==> config.mk <==
export PLATFORM = sky130hd
export DESIGN_NAME = pipeline_op_tracker
export DESIGN_NICKNAME = d
export VERILOG_FILES = /design/src/rtl/pipeline_op_tracker.sv
export SDC_FILE = /design/constraint.sdc
export NUM_CORES = 1
export LEC_CHECK = 0
export BUFFER_PORTS_ARGS = -buffer_cell sky130_fd_sc_hd__buf_2
export CORE_MARGIN = 4
export CORE_UTILIZATION = 50
export CTS_CLUSTER_SIZE = 40
export DETAILED_ROUTE_END_ITERATION = 16
export GPL_ROUTABILITY_DRIVEN = 0
export MAX_ROUTING_LAYER = met4
export PLACE_DENSITY = 0.75
export SYNTH_ARGS = -nofsm -noshare
export SYNTH_HDL_FRONTEND = slang
export SYNTH_SLANG_ARGS = --single-unit
export TNS_END_PERCENT = 50
==> constraint.sdc <==
create_clock -name clk -period 2.45 [get_ports clk]
set_clock_uncertainty 0.2 [all_clocks]
set_input_delay 0.245 -clock clk [delete_from_list [all_inputs] [get_ports clk]]
set_output_delay 0.245 -clock clk [all_outputs]
set_load 0.05 [all_outputs]
==> src/rtl/pipeline_op_tracker.sv <==
// Five-stage op/func tracker with RAW-hazard stall and branch flush.
// Optional HAZARD_STATS_EN adds saturating stall/flush event counters.
module pipeline_op_tracker (
  input  logic        clk,
  input  logic        reset,
  input  logic [31:0] instr_in,
  input  logic        instr_valid,
  input  logic        br_taken,
  output logic [3:0]  IF_op,
  output logic [3:0]  IF_func,
  output logic [3:0]  DEC_op,
  output logic [3:0]  DEC_func,
  output logic [3:0]  EX_op,
  output logic [3:0]  EX_func,
  output logic [3:0]  ME_op,
  output logic [3:0]  ME_func,
  output logic [3:0]  WB_op,
  output logic [3:0]  WB_func,
  output logic        stall,
`ifdef HAZARD_STATS_EN
  output logic [15:0] stall_cnt,
  output logic [15:0] flush_cnt,
`endif
  output logic        flush
);

  typedef struct packed {
    logic [3:0] op;
    logic [3:0] func;
    logic [3:0] rd;
    logic [3:0] rs1;
    logic [3:0] rs2;
  } entry_t;

  localparam entry_t BUBBLE = '{
    op: 4'b0010, func: 4'b0011,
    rd: 4'd0, rs1: 4'd0, rs2: 4'd0
  };

  entry_t if_q, if_d;
  entry_t dec_q, dec_d;
  entry_t ex_q, ex_d;
  entry_t me_q, me_d;
  entry_t wb_q, wb_d;
  logic   flush_q, flush_d;

  function automatic logic is_bub(entry_t e);
    return (e.op == BUBBLE.op) && (e.func == BUBBLE.func);
  endfunction

  function automatic logic writes(entry_t e);
    case (e.op)
      4'b1100, 4'b0100, 4'b0111,
      4'b1101, 4'b0101, 4'b0110: return 1'b1;
      default:                   return 1'b0;
    endcase
  endfunction

  function automatic logic rd_rs2(entry_t e);
    if (is_bub(e)) return 1'b0;
    case (e.op)
      4'b1100, 4'b1101,
      4'b0011, 4'b0010: return 1'b1;
      default:          return 1'b0;
    endcase
  endfunction

  function automatic logic hit(entry_t d, entry_t w);
    logic r1;
    logic r2;
    r1 = !is_bub(d) && (d.rs1 == w.rd);
    r2 = rd_rs2(d) && (d.rs2 == w.rd);
    return writes(w) && (r1 || r2);
  endfunction

  logic hazard;
  logic br_hon;
  entry_t fetch;

  // Hazard detect, branch qualify and next-state for the stage registers
  always_comb begin
    hazard = hit(dec_q, ex_q) | hit(dec_q, me_q)
           | hit(dec_q, wb_q);
    br_hon = br_taken &&
             ((ex_q.op == 4'b0010) || (ex_q.op == 4'b0110));
    stall  = hazard && !br_hon;
    fetch  = instr_valid ? entry_t'(instr_in[31:12]) : BUBBLE;
    if_d    = fetch;
    dec_d   = if_q;
    ex_d    = dec_q;
    me_d    = ex_q;
    wb_d    = me_q;
    flush_d = br_hon;
    if (br_hon) begin
      if_d  = BUBBLE;
      dec_d = BUBBLE;
      ex_d  = BUBBLE;
    end else if (stall) begin
      if_d  = if_q;
      dec_d = dec_q;
      ex_d  = BUBBLE;
    end
  end

  // Stage registers and registered flush
  always_ff @(posedge clk) begin
    if (reset) begin
      if_q    <= BUBBLE;
      dec_q   <= BUBBLE;
      ex_q    <= BUBBLE;
      me_q    <= BUBBLE;
      wb_q    <= BUBBLE;
      flush_q <= 1'b0;
    end else begin
      if_q    <= if_d;
      dec_q   <= dec_d;
      ex_q    <= ex_d;
      me_q    <= me_d;
      wb_q    <= wb_d;
      flush_q <= flush_d;
    end
  end

  assign IF_op    = if_q.op;
  assign IF_func  = if_q.func;
  assign DEC_op   = dec_q.op;
  assign DEC_func = dec_q.func;
  assign EX_op    = ex_q.op;
  assign EX_func  = ex_q.func;
  assign ME_op    = me_q.op;
  assign ME_func  = me_q.func;
  assign WB_op    = wb_q.op;
  assign WB_func  = wb_q.func;
  assign flush    = flush_q;

`ifdef HAZARD_STATS_EN
  logic [15:0] stall_cnt_q, stall_cnt_d;
  logic [15:0] flush_cnt_q, flush_cnt_d;

  // Saturating event counters
  always_comb begin
    stall_cnt_d = stall_cnt_q;
    flush_cnt_d = flush_cnt_q;
    if (stall && stall_cnt_q != 16'hFFFF)
      stall_cnt_d = stall_cnt_q + 16'd1;
    if (flush_q && flush_cnt_q != 16'hFFFF)
      flush_cnt_d = flush_cnt_q + 16'd1;
  end

  // Counter registers
  always_ff @(posedge clk) begin
    if (reset) begin
      stall_cnt_q <= 16'd0;
      flush_cnt_q <= 16'd0;
    end else begin
      stall_cnt_q <= stall_cnt_d;
      flush_cnt_q <= flush_cnt_d;
    end
  end

  assign stall_cnt = stall_cnt_q;
  assign flush_cnt = flush_cnt_q;
`endif

endmodule

Yosys cells after proc, flatten, opt, wreduce, memory -nomap -nowiden --
Index checks and enable logic that the tools add are counted.
Storage, ports and cells: flip-flop bits (word level) 77, bits of input ports 36, output and inout bits 42, logic and storage cells 84
Operators by class: eq/ne operators 30, multiplexer cells 8, bitwise operators 2, reduce and logical (&&, ||, !) cells 24
Operator list (number):
- $eq A4 B3 Y1 const B | 12
- $eq A4 B4 Y1 const B | 8
- $eq A4 B4 Y1 | 6
- $mux W20 | 1
- $reduce_or A6 Y1 | 3
- $eq A4 B2 Y1 const B | 4
- $logic_and A1 B1 Y1 | 12
- $mux W1 | 7
- $logic_or A1 B1 Y1 | 4
- $reduce_or A4 Y1 | 1
- $reduce_or A3 Y1 | 1
- $logic_not A1 Y1 | 2
- $or A1 B1 Y1 | 2
- $reduce_or A2 Y1 | 1

Depth between registers and ports, before layout --
word-level depth 11, gate-level depth with buffers 7, depth with buffers taken out 5

Least setup slack after synthesis --
Ideal clock, no wire load.
path type register -> output, start point register dec_q, in the netlist DEC_op[3], end point output port stall, arrival time 1.856 ns, data required time 2.005 ns, slack 0.149 ns, cell stages (with the launch flop) 8, buffers on the path 2, path through dfxtp_1 and4bb_2 nand2_1 and3_1 a222oi_1 buf_6 buf_12 nor2_1
Between the ends: longest elaborated chain between the ends 10, elaborated cells on any way between the ends 25, classes of those cells eq/ne (4); mux (3); bitwise (2); reduce/logical (16)
RTL lines:
- start: declaration | RTL line 41 | entry_t dec_q, dec_d;
- start signal: assignment | RTL line 109 | dec_q <= BUBBLE;
- start signal: assignment | RTL line 116 | dec_q <= dec_d;
- $eq A4 B2 Y1, or another cell as far along | RTL line 48, 61
- $reduce_or A4 Y1 or $logic_and A1 B1 Y1 (tied branches) | RTL line 61, 48
- $mux W1, on equally long branches | RTL line 61, 60
- $mux W1 | RTL line 61 | case (e.op)
- $logic_and A1 B1 Y1 | RTL line 72 | r2 = rd_rs2(d) && (d.rs2 == w.rd);
- $logic_or A1 B1 Y1 | RTL line 73 | return writes(w) && (r1 || r2);
- $logic_and A1 B1 Y1 | RTL line 73
- $or A1 B1 Y1 | RTL line 82 | hazard = hit(dec_q, ex_q) | hit(dec_q, me_q)
- $or A1 B1 Y1 (*) | RTL line 83 | | hit(dec_q, wb_q);
- $logic_and A1 B1 Y1 (*) | RTL line 86 | stall = hazard && !br_hon;
- end: declaration | RTL line 19 | output logic stall,
Every way passes the cells marked *; elsewhere a longest branch is shown, timed or not.

Worst setup path after layout --
Same ends and word-level chain as after synthesis.

==> summary.md <==
| Metric | Value |
|---|---|
| Outcome | finished clean |
| Cell Area, Placed | approximately 3300 um2 |
| DR vias | roughly 2,200 |
| H-tree Lvls | 3 |
| Mean post-synth cell area | roughly 10 um2 |
| GR Overflow Total | 0 |
| Top-Level Pins | 78 |
| Power, Total | approximately 2.2 mW |
| Largest cells by area after synthesis | dfxtp_1, mux2i_1, buf_4, xnor2_1, nand2_1 |
| Launching point of the worst reg2reg path | DEC_op[3] |
| Starting Density | around half |
| Share of Yosys cell area claimed by the top area cell type | 47.2% |
| Skew-Pair Late Insertion Delay | about 0.34 ns |
| Combinational power share | under 10% |
| Detailed-route DRC error count | 0 |
| Core Rows | 29 |
| Max cap viols | 0 |
| Synthesized instance count | 322 |
| Worst-margin pin slew | around 0.35 ns |
| Area growth, synth to finish | 15.1% |
| Crit path DAT | just under 2 ns |
| Final hold vios | 0 |
| Synth area leader | dfxtp_1 |
| DP Wirelength | 4.06 mm |
| Final nets | between 400 and 500 |
| Router iterations before antenna repair | 4 |
| YS warnings | 0 |
| Seq pwr share | ~57% |
| R2R setup slack | 0.08 ns |
| Initial antenna violation count | 0 |
| Min-delay src | reset |
| Internal cell power | ~1.7 mW |
| Filler cell count | between 500 and 600 |
| Commonest cells after routing, fill and taps aside | dfxtp_1, buf_2, mux2i_1 |
| Hold Path Sink | me_q[9] |
| Wirelength, routed | between 5 and 6 mm |
| Largest registers | dec_q x12, if_q x12 |
| Reg clk slew, reported paths | 0.07 ns |
| Worst R2R End | DEC_op[0] |
| LEAKAGE | approximately 1.8 nW |
| Switch share | 23.5% |
| R2R depth | 8 |
| DR iter-0 viols | 56 |
| Final Setup Violations | 0 |
| Final Instance Area | approximately 3800 um2 |
| Synthesized area | roughly 3300 um2 |
| Crit path launch type | flip-flop |
| Commonest non-fill, non-tap cell in the layout | dfxtp_1 |
| Max-slew headroom | about three quarters |
| Power per Cell Area | roughly 600 nW/um2 |
| Core area | ~6300 um2 |
| EDFF count, synth | 0 |
| Top FF cell, synth | dfxtp_1 |
| Critical path capture point type | primary output |
| Die X | between 80 and 90 um |
| Worst hold path class | in -> reg |
| Die area | approximately 7900 um2 |
| Number of antenna repair diodes | 0 |
| Final worst-path cycle share | 97.9% |
| Post-synth cell types | 24 |
| Clk sinks | slightly below 80 |
| Max Buffers Root-to-Sink | 2 |
| Peak VDD IR | 0.393 mV |
| Layout cells sized above 1 | 30.1% |
| Post-DRT Antenna Nets | 0 |
| Sequential-to-total area share from yosys stat | 47.2% |
| CP Class | reg -> out |
| Synth async-reset ratio | 0% |
| Post-Synthesis Net Count | about 360 |
| Tmin final | around 2.4 ns |
| Wire per inst | around 13 um |
| P_sw | 0.527 mW |
| Clock Power Share | between 30 and 40% |
| Fin. max-slew vios | 0 |
| FMAX | roughly 420 MHz |
| Die Y | a little under 90 um |
| WHS Path Cells | 2 |
| Vias in the first global route | between 2,000 and 2,500 |
| Via density | just under 5 |
| Largest net degree at the start of global routing | 37 |
| PortBufs | 65 |
| Total track usage | between 10% and 20% |
| Clock root buffer master | clkbuf_8 |
| Unrepaired setup endpoints after global routing | yes |
| Crit Path Max Fanout | 6 |
| CTS tree | done |
| Number of CTS-inserted buffers | 9 |
| First-pass GRT wire length | roughly 10 mm |
| WP data required | approximately 2 ns |
| Yosys reg bits | just under 80 |
==> layer usage <==
metal,track usage (%),up-vias,share of wire [%]
met4,7.01,0,1.3
met2,27.0,52,47
met5,-,-,0
met1,20.7,1004,46
met3,4.56,7,5.5
li1,-,1134,-
==> metrics by stage <==
step / util [%] / std cells / TNS, ns / hold slack [ns] / worst slack (ns)
after floorplan: - / 322 / 0 / 0.215 / 0.149
after global placement: 52.7 / 417 / 0 / 0.217 / 0.183
after detailed placement: 52.7 / 417 / 0 / 0.219 / 0.144
after CTS: 58.9 / 453 / 0 / 0.0403 / 0.0237
after global routing: 59.2 / 453 / -0.0136 / 0.0554 / -0.0136
final: 59.2 / 453 / 0 / 0.0665 / 0.0510
==> critical path, stage by stage, from the launching register on <==
cell and delay [ns]:
dfxtp_2 0.36, and4bb_2 0.30, nand2_2 0.08, and3_4 0.19, a222oi_1 0.32, buf_4 0.18, nor2_2 0.04, buf_6 0.14
==> synth_stat cells (4+ instances only) <==
master,instances
mux2i_1,40
or2_2,7
buf_4,40
clkbuf_1,11
buf_12,5
nor2b_1,20
nand4_1,6
and3_2,4
nand2_1,38
and3_1,8
nand3_1,17
nor3b_1,4
xnor2_1,24
dfxtp_1,77
nor2_1,8
==> layout make-up <==
cell class	count	area [um2]	area share, %
sequential	77	1550	41.1
clock inverter	4	25.0	0.665
tap	77	96.3	2.56
multi-input combinational	187	1310	34.7
timing repair buffer	97	647	17.2
clock buffer	11	141	3.76
==> worst max-delay path by stage <==
stage | from | endpoint | slack, ns | depth (start not counted)
2_1_floorplan | DEC_op[3] | stall | 0.15 | 7
6_report | DEC_op[3] | stall | 0.05 | 7
3_3_place_gp | DEC_op[1] | DEC_func[2] | 0.18 | 7
3_5_place_dp | DEC_op[1] | DEC_op[0] | 0.14 | 7
5_1_grt | DEC_op[0] | stall | -0.01 | 7
4_1_cts | DEC_op[3] | stall | 0.02 | 7
==> power groups by stage <==
stage	Combinational, mW	Sequential, mW	Clock, mW
2_1_floorplan	0.0810	1.30	0
3_3_place_gp	0.119	1.30	0
3_5_place_dp	0.120	1.30	0
4_1_cts	0.145	1.27	0.853
5_1_grt	0.161	1.28	0.908
6_report	0.148	1.27	0.823
==> kinds of logic (layout without fill, tap and decap cells) <==
logic type | after synthesis | after routing | share of synthesized area, %
and+or+nand+nor | 118 | 118 | 19.2
DFF | 77 | 77 | 47.2
buffers and inverters | 58 | 112 | 14.0
muxes | 40 | 40 | 12.3
xor gates and xnor gates | 24 | 24 | 6.43
AOI/OAI and AO/OA | 5 | 5 | 0.919
==> what timing repair did <==
item | in CTS | in global routing
endpoints found under the setup margin | 1 | 19
hold buffers | 20 | 0
hold endpoints to repair | 20 | 0
pin swaps | 1 | 3
buffers inserted | 1 | 0
resized for setup | 5 | 7
(Power assumes the default switching activity.)
